===== config.mk =====
export PLATFORM = sky130hd
export DESIGN_NAME = run_ctrl
export DESIGN_NICKNAME = d
export VERILOG_FILES = /design/src/rtl/run_ctrl.sv
export SDC_FILE = /design/constraint.sdc
export NUM_CORES = 1
export LEC_CHECK = 0
export BUFFER_PORTS_ARGS = -buffer_cell sky130_fd_sc_hd__buf_2
export CORE_ASPECT_RATIO = 0.8
export CORE_UTILIZATION = 30
export DETAILED_ROUTE_END_ITERATION = 16
export SETUP_SLACK_MARGIN = 0.2
export SYNTH_ARGS = -nofsm -noshare
export SYNTH_HDL_FRONTEND = slang
export SYNTH_SLANG_ARGS = --single-unit

===== constraint.sdc =====
create_clock -name clk -period 1.7 [get_ports clk]
set_input_delay 0 -clock clk [delete_from_list [all_inputs] [get_ports clk]]
set_output_delay 0 -clock clk [all_outputs]
set_load 0.05 [all_outputs]

===== src/rtl/run_ctrl.sv =====
// run_ctrl: start-up sequencer for the mips cores (WAIT -> core reset pulse -> RUN -> DONE/TIMEOUT).
// Define RUN_CTRL_PC_STALL_EN to add the pc port and treat a stuck PC as a halt request.
module run_ctrl #(
    parameter int N_CORES      = 1,
    parameter int INIT_CYCLES  = 50,
    parameter int RST_CYCLES   = 1,
    parameter int MAX_CYCLES   = 1000,
    parameter int CNT_W        = 16,
    parameter int STALL_CYCLES = 4
) (
    input  logic                    clk,
    input  logic                    reset,
    input  logic [N_CORES-1:0]      halt,
    input  logic                    restart,
`ifdef RUN_CTRL_PC_STALL_EN
    input  logic [N_CORES*32-1:0]   pc,
`endif
    output logic [N_CORES-1:0]      core_reset,
    output logic                    running,
    output logic                    done,
    output logic                    timeout,
    output logic [N_CORES-1:0]      halted,
    output logic [CNT_W-1:0]        cycle_count
);

    typedef enum logic [2:0] {
        S_WAIT,
        S_RST,
        S_RUN,
        S_DONE,
        S_TIMEOUT
    } state_t;

    localparam logic [CNT_W-1:0] INIT_LAST = CNT_W'(INIT_CYCLES - 1);
    localparam logic [CNT_W-1:0] RST_LAST  = CNT_W'(RST_CYCLES - 1);
    localparam logic [CNT_W-1:0] RUN_LAST  = CNT_W'(MAX_CYCLES - 1);

    if (INIT_CYCLES < 0 || RST_CYCLES < 1 || MAX_CYCLES < 1 || STALL_CYCLES < 1) begin : g_param_check
        $error("run_ctrl: RST_CYCLES, MAX_CYCLES and STALL_CYCLES must be >= 1, INIT_CYCLES >= 0");
    end

    state_t              r_state;
    logic [CNT_W-1:0]    r_cnt;
    logic [N_CORES-1:0]  r_core_reset;
    logic                r_running;
    logic                r_done;
    logic                r_timeout;
    logic [N_CORES-1:0]  r_halted;
    logic [CNT_W-1:0]    r_cycle_count;

    logic [N_CORES-1:0]  w_halt_eff;
    logic [N_CORES-1:0]  w_halted_next;

`ifdef RUN_CTRL_PC_STALL_EN
    localparam logic [CNT_W-1:0] STALL_LIM = CNT_W'(STALL_CYCLES);

    logic [N_CORES*32-1:0] r_prev_pc;
    logic [N_CORES-1:0]    w_stall;

    // NOTE: r_prev_pc is pure data compared only while in RUN, which is always preceded by RST,
    // so it needs no reset; only the control counters are reset.
    always_ff @(posedge clk) begin
        r_prev_pc <= pc;
    end

    for (genvar gi = 0; gi < N_CORES; gi++) begin : g_stall
        logic [CNT_W-1:0] r_stall_cnt;

        assign w_stall[gi] = (r_stall_cnt >= STALL_LIM);

        // Saturating count of consecutive RUN cycles with an unchanged PC.
        always_ff @(posedge clk) begin
            if (!reset || r_state != S_RUN) begin
                r_stall_cnt <= '0;
            end else if (pc[32*gi +: 32] != r_prev_pc[32*gi +: 32]) begin
                r_stall_cnt <= '0;
            end else if (!w_stall[gi]) begin
                r_stall_cnt <= r_stall_cnt + CNT_W'(1);
            end
        end
    end

    assign w_halt_eff = halt | w_stall;
`else
    assign w_halt_eff = halt;
`endif

    assign w_halted_next = r_halted | w_halt_eff;

    always_ff @(posedge clk) begin
        if (!reset) begin
            r_cnt         <= '0;
            r_running     <= 1'b0;
            r_done        <= 1'b0;
            r_timeout     <= 1'b0;
            r_halted      <= '0;
            r_cycle_count <= '0;
            if (INIT_CYCLES == 0) begin
                r_state      <= S_RST;
                r_core_reset <= '1;
            end else begin
                r_state      <= S_WAIT;
                r_core_reset <= '0;
            end
        end else begin
            case (r_state)
                S_WAIT: begin
                    if (r_cnt == INIT_LAST) begin
                        r_state      <= S_RST;
                        r_cnt        <= '0;
                        r_core_reset <= '1;
                    end else begin
                        r_cnt <= r_cnt + CNT_W'(1);
                    end
                end
                S_RST: begin
                    r_halted      <= '0;
                    r_cycle_count <= '0;
                    if (r_cnt == RST_LAST) begin
                        r_state      <= S_RUN;
                        r_cnt        <= '0;
                        r_core_reset <= '0;
                        r_running    <= 1'b1;
                    end else begin
                        r_cnt <= r_cnt + CNT_W'(1);
                    end
                end
                S_RUN: begin
                    r_halted      <= w_halted_next;
                    r_cycle_count <= r_cycle_count + CNT_W'(1);
                    // A full halt on the last budget cycle still ends in DONE.
                    if (&w_halted_next) begin
                        r_state   <= S_DONE;
                        r_running <= 1'b0;
                        r_done    <= 1'b1;
                    end else if (r_cycle_count == RUN_LAST) begin
                        r_state   <= S_TIMEOUT;
                        r_running <= 1'b0;
                        r_timeout <= 1'b1;
                    end
                end
                S_DONE, S_TIMEOUT: begin
                    if (restart) begin
                        r_state       <= S_RST;
                        r_cnt         <= '0;
                        r_core_reset  <= '1;
                        r_done        <= 1'b0;
                        r_timeout     <= 1'b0;
                        r_halted      <= '0;
                        r_cycle_count <= '0;
                    end
                end
                default: begin
                    r_state      <= S_WAIT;
                    r_cnt        <= '0;
                    r_core_reset <= '0;
                    r_running    <= 1'b0;
                end
            endcase
        end
    end

    assign core_reset  = r_core_reset;
    assign running     = r_running;
    assign done        = r_done;
    assign timeout     = r_timeout;
    assign halted      = r_halted;
    assign cycle_count = r_cycle_count;

endmodule


==> results of run 1 <==
-- metrics by stage --
step,hold WS (ns),TNS (ns)
after global routing,0.130,-1.23
after floorplan,0.204,0
final,0.112,-0.187
after detailed placement,0.388,-0.768
after CTS,0.0793,-0.0775
after global placement,0.391,-0.389
-- cell type report --
class	count	share of cell area (%)
clock buffers	6	2.14
clock inverters	2	1.03
inverters	8	0.885
multi-input cells	208	50.0
flip-flops and latches	40	25.5
well taps	87	3.21
repair buffers	81	17.3
-- cell families after synthesis --
family / count (synthesis) / share of synthesized area (%)
AO/OA/AOI/OAI: 48 / 15.0
multiplexers: 3 / 1.39
flip-flops: 40 / 35.7
AND/OR/NAND/NOR: 134 / 33.9
buffers and inverters: 21 / 4.35
XOR/XNOR: 19 / 7.41
adder cells (fa/ha/maj): 4 / 2.23
-- power breakdown --
part           switching (uW)  total [uW]  internal (uW)
combinational             306         592            286
clock                     349         786            436
sequential               28.8         982            953
-- Yosys cell counts (all sizes together) (5+ instances only) --
cell type and n:
buf 6, nor3b 9, nand3 14, nor3 5
o21ai 14, clkbuf 7, nand4 9, and2 5
nor4 9, nor2 33, xor2 10, nor2b 9
xnor2 9, dfxtp 40, inv 8, nand2 21
a21oi 9
-- critical path, cell delays in order (launching register included) --
cell     delay (ns)
dfxtp_4        0.36
nor3b_4        0.16
or3_4          0.43
buf_4          0.18
nor4_2         0.29
o21ai_1        0.14
a31oi_2        0.15
-- state kept, by name, indices dropped and copies added (netlist names) --
name,flops
core_reset,1
done,1
timeout,1
running,1
halted,1
r_cnt,16
cycle_count,16
r_state,3
-- per-layer routing --
metal / GRT usage [%] / wire (microns) / part of all wire (%)
met5: 0 / 0 / 0
met4: 3.88 / 46 / 0.74
met3: 4.67 / 242 / 3.9
met2: 26.3 / 2810 / 45
met1: 23.2 / 3130 / 50
-- worst max path at each step --
stage,cells past startpoint,end,start,slack [ns]
3_5_place_dp,5,core_reset,r_cnt[15],-0.11
6_report,6,r_cnt[6],r_state[1],-0.09
3_3_place_gp,5,r_cnt[7],r_cnt[15],-0.05
4_1_cts,8,r_state[1],r_cnt[1],-0.03
2_1_floorplan,5,core_reset,r_cnt[2],0.04
5_1_grt,8,r_state[0],r_cnt[1],-0.14
-- what timing repair did --
item / in CTS / in global routing
setup buffers: 10 / 7
setup endpoints to repair: 32 / 40
cloned: 0 / 0
resized for setup: 33 / 25
pin swaps: 14 / 14
==> impl_metrics.csv, run 1 <==
group,metric,value,unit
worst_setup_path,critPathMaxFanout,6,
place,place_congestion,0.809,
detailed_routing,vias,2226,
cells_and_area,multi_input_area,1700,sq um
logic_synthesis,synth-seq-cells,40,
place,dpl_cell_area,2950,sq um
worst_setup_path,worst_ep_arrival_time,2.00,ns
die,die_h,79.4,microns
logic_synthesis,synthFlopType,"dfxtp_1",
clock_network,clkLatencyLatePin,0.29,ns
clock_network,cts.clk_slew.worst_paths,0.08,ns
power,p_leak,0.00131,uW
logic_synthesis,yosys-top-cells-area,"dfxtp_1 (36%), nor2_1 (5.5%), xor2_1 (3.9%)",
worst_setup_path,reg2reg_to,"r_cnt[6]",
timing,slew_headroom,72.8,%
timing,fin_crit_sh,105,%
cells_and_area,design_area,3390,sq um
worst_setup_path,reg2reg_depth,6,
place,portBuffers,24,
worst_setup_path,r2r_slack,-0.09,ns
cells_and_area,drive_above_1_share,52.8,%
logic_synthesis,yosys_warnings,0,
logic_synthesis,synth_edf_count,0,
clock_network,cts_buffer_depth,2,
min_path,hp-class,"input pin to flop",
die,dieArea,7830,sq um
global_route,grt_antenna_before_repair,0,
worst_setup_path,critPathLaunchType,"flop",
logic_synthesis,seq_area_frac_synth,35.7,%
logic_synthesis,synth_nets,277,
job,drv_cap,0,
worst_setup_path,crit_required,1.91,ns
place,pre_cts_ws,-0.113,ns
outcome,status,"finished with violations",
detailed_routing,drc_errors,0,
detailed_routing,drtPass1Iterations,4,
worst_setup_path,critical_path_class,"flop to flop",
logic_synthesis,async_flop_share,0,%
min_path,hold_depth,4,
clock_network,cts_tree,"done",
die,core_area,7060,sq um
detailed_routing,postRouteAntennaNets,0,
cells_and_area,nFillCells,663,
place,dpl.hpwl,4.41,mm
global_route,grt.overflow.total,0,
place,dp_cells,407,
detailed_routing,postRouteWirelength,6.23,mm
clock_network,numCtsBuffers,5,
timing,fin_crit,1.79,ns
timing,setup_viol,4,
global_route,track_usage,16.9,%
detailed_routing,drtIter0Drc,145,
clock_network,cts_hold_buf,0,
cells_and_area,layout_commonest_cell,"buf_4",
die,die_x,98.7,microns
global_route,grt_pass1_wl,10.3,mm
cells_and_area,regArea,866,sq um
logic_synthesis,synthDistinctLibCells,56,
cells_and_area,syn_to_final_growth,51.2,%
timing,final.setup.worst_slack,-0.0895,ns
outcome,violations,"negative setup slack",
min_path,min_from,"halt",
die,rows,27,
cells_and_area,final_cell_mix,"buf_4 (47), buf_2 (24), nor2_1 (20), nand2_1 (17), dfxtp_1 (14)",
clock_network,cts_sinks,40,
die,io_pins,25,
logic_synthesis,syn_inst,269,
die,initial_utilization,31.8,%
global_route,grt_max_degree,20,
power,irDropWorstVdd,0.398,mV
detailed_routing,vias_per_cell,5.15,
timing,finalMaxSlewViolations,0,
min_path,hold_path_end,"r_state[2]",
timing,clock_skew,0.00491,ns
global_route,grt_pass1_vias,2078,
worst_setup_path,r2r-start,"r_state[1]",
timing,grt_setup_unrepaired,"true",
clock_network,htree_levels,2,
cells_and_area,finalNetCount,352,
cells_and_area,diodes,0,
logic_synthesis,syn_area,2240,sq um
power,power_density,695,nW/um^2
logic_synthesis,syn_avg_cell_area,8.34,sq um
clock_network,cts-root-buf,"clkbuf_8",
detailed_routing,drt-wirelength-per-cell,14.4,microns
power,total_power,2360,uW
cells_and_area,final_util,48.1,%
cells_and_area,stdcell_count,432,
logic_synthesis,synth_top_area_share,35.7,%
timing,worstMarginPinSlew,0.408,ns
worst_setup_path,cp-end-kind,"flop",
timing,max_freq,559,MHz
logic_synthesis,yosys.area.top_type,"dfxtp_1",
timing,final_hold_viol_count,0,
(Power assumes the default switching activity.)
==> inputs of run 2 (changes only) <==
--- a/config.mk
+++ b/config.mk
@@ -10,6 +10,7 @@
 export CORE_UTILIZATION = 30
 export DETAILED_ROUTE_END_ITERATION = 16
 export SETUP_SLACK_MARGIN = 0.2
+export SKIP_CTS_REPAIR_TIMING = 1
 export SYNTH_ARGS = -nofsm -noshare
 export SYNTH_HDL_FRONTEND = slang
 export SYNTH_SLANG_ARGS = --single-unit
==> run 2 against run 1 <==
The run still ends with negative setup slack left. Combinational power is 6.9% lower. Via count decreased by 0.85%. Sequential power is essentially flat. Worst hold slack better by 0.0051 ns. Critical path depth is 3 higher. Clock power decreased by 0.9%. Clock skew about the same. Total power down 2.0%. Routed wire length shrank 1.5%. Final cell count is 0.69% lower. Utilization fell by 0.43 points. Non-clock buffer count fell by 3.
==> impl_metrics.csv, run 2 (synthesis results as in run 1) <==
group,metric,value,unit
cells_and_area,finalNetCount,349,
timing,clock_skew,0.00456,ns
power,internal_power,1650,uW
global_route,grt_max_degree,20,
timing,final_hold_viol_count,0,
detailed_routing,postRouteAntennaNets,0,
die,rows,27,
cells_and_area,diodes,0,
cells_and_area,final_cell_mix,"buf_4 (43), buf_2 (24), nor2_1 (23), nand2_1 (17), dfxtp_1 (15)",
cells_and_area,layout_commonest_cell,"buf_4",
timing,slew_headroom,68.2,%
min_path,hp-class,"input pin to flop",
worst_setup_path,worst_ep_arrival_time,1.95,ns
power,power_density,687,nW/um^2
clock_network,cts.clk_slew.worst_paths,0.08,ns
detailed_routing,drtPass1Iterations,4,
clock_network,clkLatencyLatePin,0.29,ns
outcome,status,"finished with violations",
clock_network,cts-root-buf,"clkbuf_8",
worst_setup_path,critPathLaunchType,"flop",
detailed_routing,drtIter0Drc,114,
worst_setup_path,crit_required,1.88,ns
die,dieArea,7830,sq um
worst_setup_path,critPathMaxFanout,9,
detailed_routing,vias,2207,
timing,setup_viol,15,
timing,worstMarginPinSlew,0.476,ns
outcome,violations,"negative setup slack",
place,dpl_cell_area,2950,sq um
global_route,grt_antenna_before_repair,0,
detailed_routing,drt-wirelength-per-cell,14.3,microns
cells_and_area,syn_to_final_growth,49.9,%
power,pwr-share-clk,33.7,%
cells_and_area,design_area,3360,sq um
power,p_leak,0.00132,uW
timing,grt_setup_unrepaired,"true",
worst_setup_path,cp-end-kind,"flop",
timing,max_freq,563,MHz
worst_setup_path,critical_path_class,"flop to flop",
power,combPwrFrac,23.8,%
job,drv_cap,0,
place,portBuffers,24,
global_route,grt.overflow.total,0,
timing,fin_crit,1.78,ns
timing,finalMaxSlewViolations,0,
power,irDropWorstVdd,0.416,mV
die,initial_utilization,31.8,%
timing,fin_crit_sh,104,%
timing,hold_slack,0.117,ns
global_route,grt_pass1_wl,9.86,mm
die,die_h,79.4,microns
place,dp_cells,407,
timing,final.setup.worst_slack,-0.0760,ns
power,switching_share,28.8,%
die,die_x,98.7,microns
clock_network,cts_sinks,40,
die,io_pins,25,
cells_and_area,drive_above_1_share,50.0,%
power,pwr-share-seq,42.5,%
clock_network,htree_levels,2,
cells_and_area,multi_input_area,1680,sq um
clock_network,cts_buffer_depth,2,
place,dpl.hpwl,4.41,mm
detailed_routing,drc_errors,0,
die,core_area,7060,sq um
cells_and_area,nFillCells,657,
clock_network,numCtsBuffers,5,
place,place_congestion,0.809,
cells_and_area,regArea,867,sq um
global_route,track_usage,16.1,%
global_route,grt_pass1_vias,2018,
detailed_routing,vias_per_cell,5.14,
detailed_routing,postRouteWirelength,6.13,mm
cells_and_area,stdcell_count,429,
power,switchingPower,665,uW
clock_network,cts_tree,"done",
==> run 2: stage by stage <==
step	total power [uW]	setup slack, ns	utilization [%]	setup TNS (ns)
floorplan	1300	0.0422	-	0
global placement	1440	-0.0542	41.8	-0.389
detailed placement	1440	-0.113	41.8	-0.768
CTS	2240	-0.125	43.3	-0.978
global route	2440	-0.185	47.7	-1.85
finish	2310	-0.0760	47.7	-0.790
==> run 2: power groups by stage <==
stage          clock network, uW  registers (uW)  logic (uW)
4_1_cts                      810             985         442
2_1_floorplan                  0            1050         248
5_1_grt                      854             986         596
3_3_place_gp                   0            1010         434
3_5_place_dp                   0            1010         439
6_report                     779             982         551
==> run 2: path summary, 6_finish.rpt <==
check,from,slack [ns],depth (start not counted),to
worst min-delay path,halt,0.12,4,r_state[2]
worst max register to register,r_cnt[1],-0.08,9,r_cnt[6]
worst max-delay path,r_cnt[1],-0.08,9,r_cnt[6]
worst min register to register,running,0.47,2,running
==> run 2: layout make-up <==
cell class,count,share of cell area [%]
Clock buffer,6,2.16
Clock inverter,2,1.04
Multi-Input combinational cell,208,49.8
Sequential cell,40,25.8
Inverter,8,0.893
Tap cell,87,3.24
Timing Repair Buffer,78,17.1
==> run 2: layer usage <==
| layer | vias up | GRT usage, % | part of all wire [%] |
|---|---|---|---|
| met5 | - | 0 | 0 |
| met4 | 0 | 3.88 | 0.67 |
| met3 | 2 | 4.67 | 2.4 |
| met2 | 32 | 23.8 | 44 |
| met1 | 1059 | 22.7 | 53 |
| li1 | 1114 | - | - |
==> run 2: critical path, cell delays in order (launching register included) <==
cell and delay (ns):
dfxtp_2 0.33, inv_2 0.07, buf_4 0.10, ha_1 0.14, nor3b_4 0.18, nand4_1 0.13, and2_4 0.21, o31ai_4 0.29
buf_12 0.17, a31oi_1 0.05
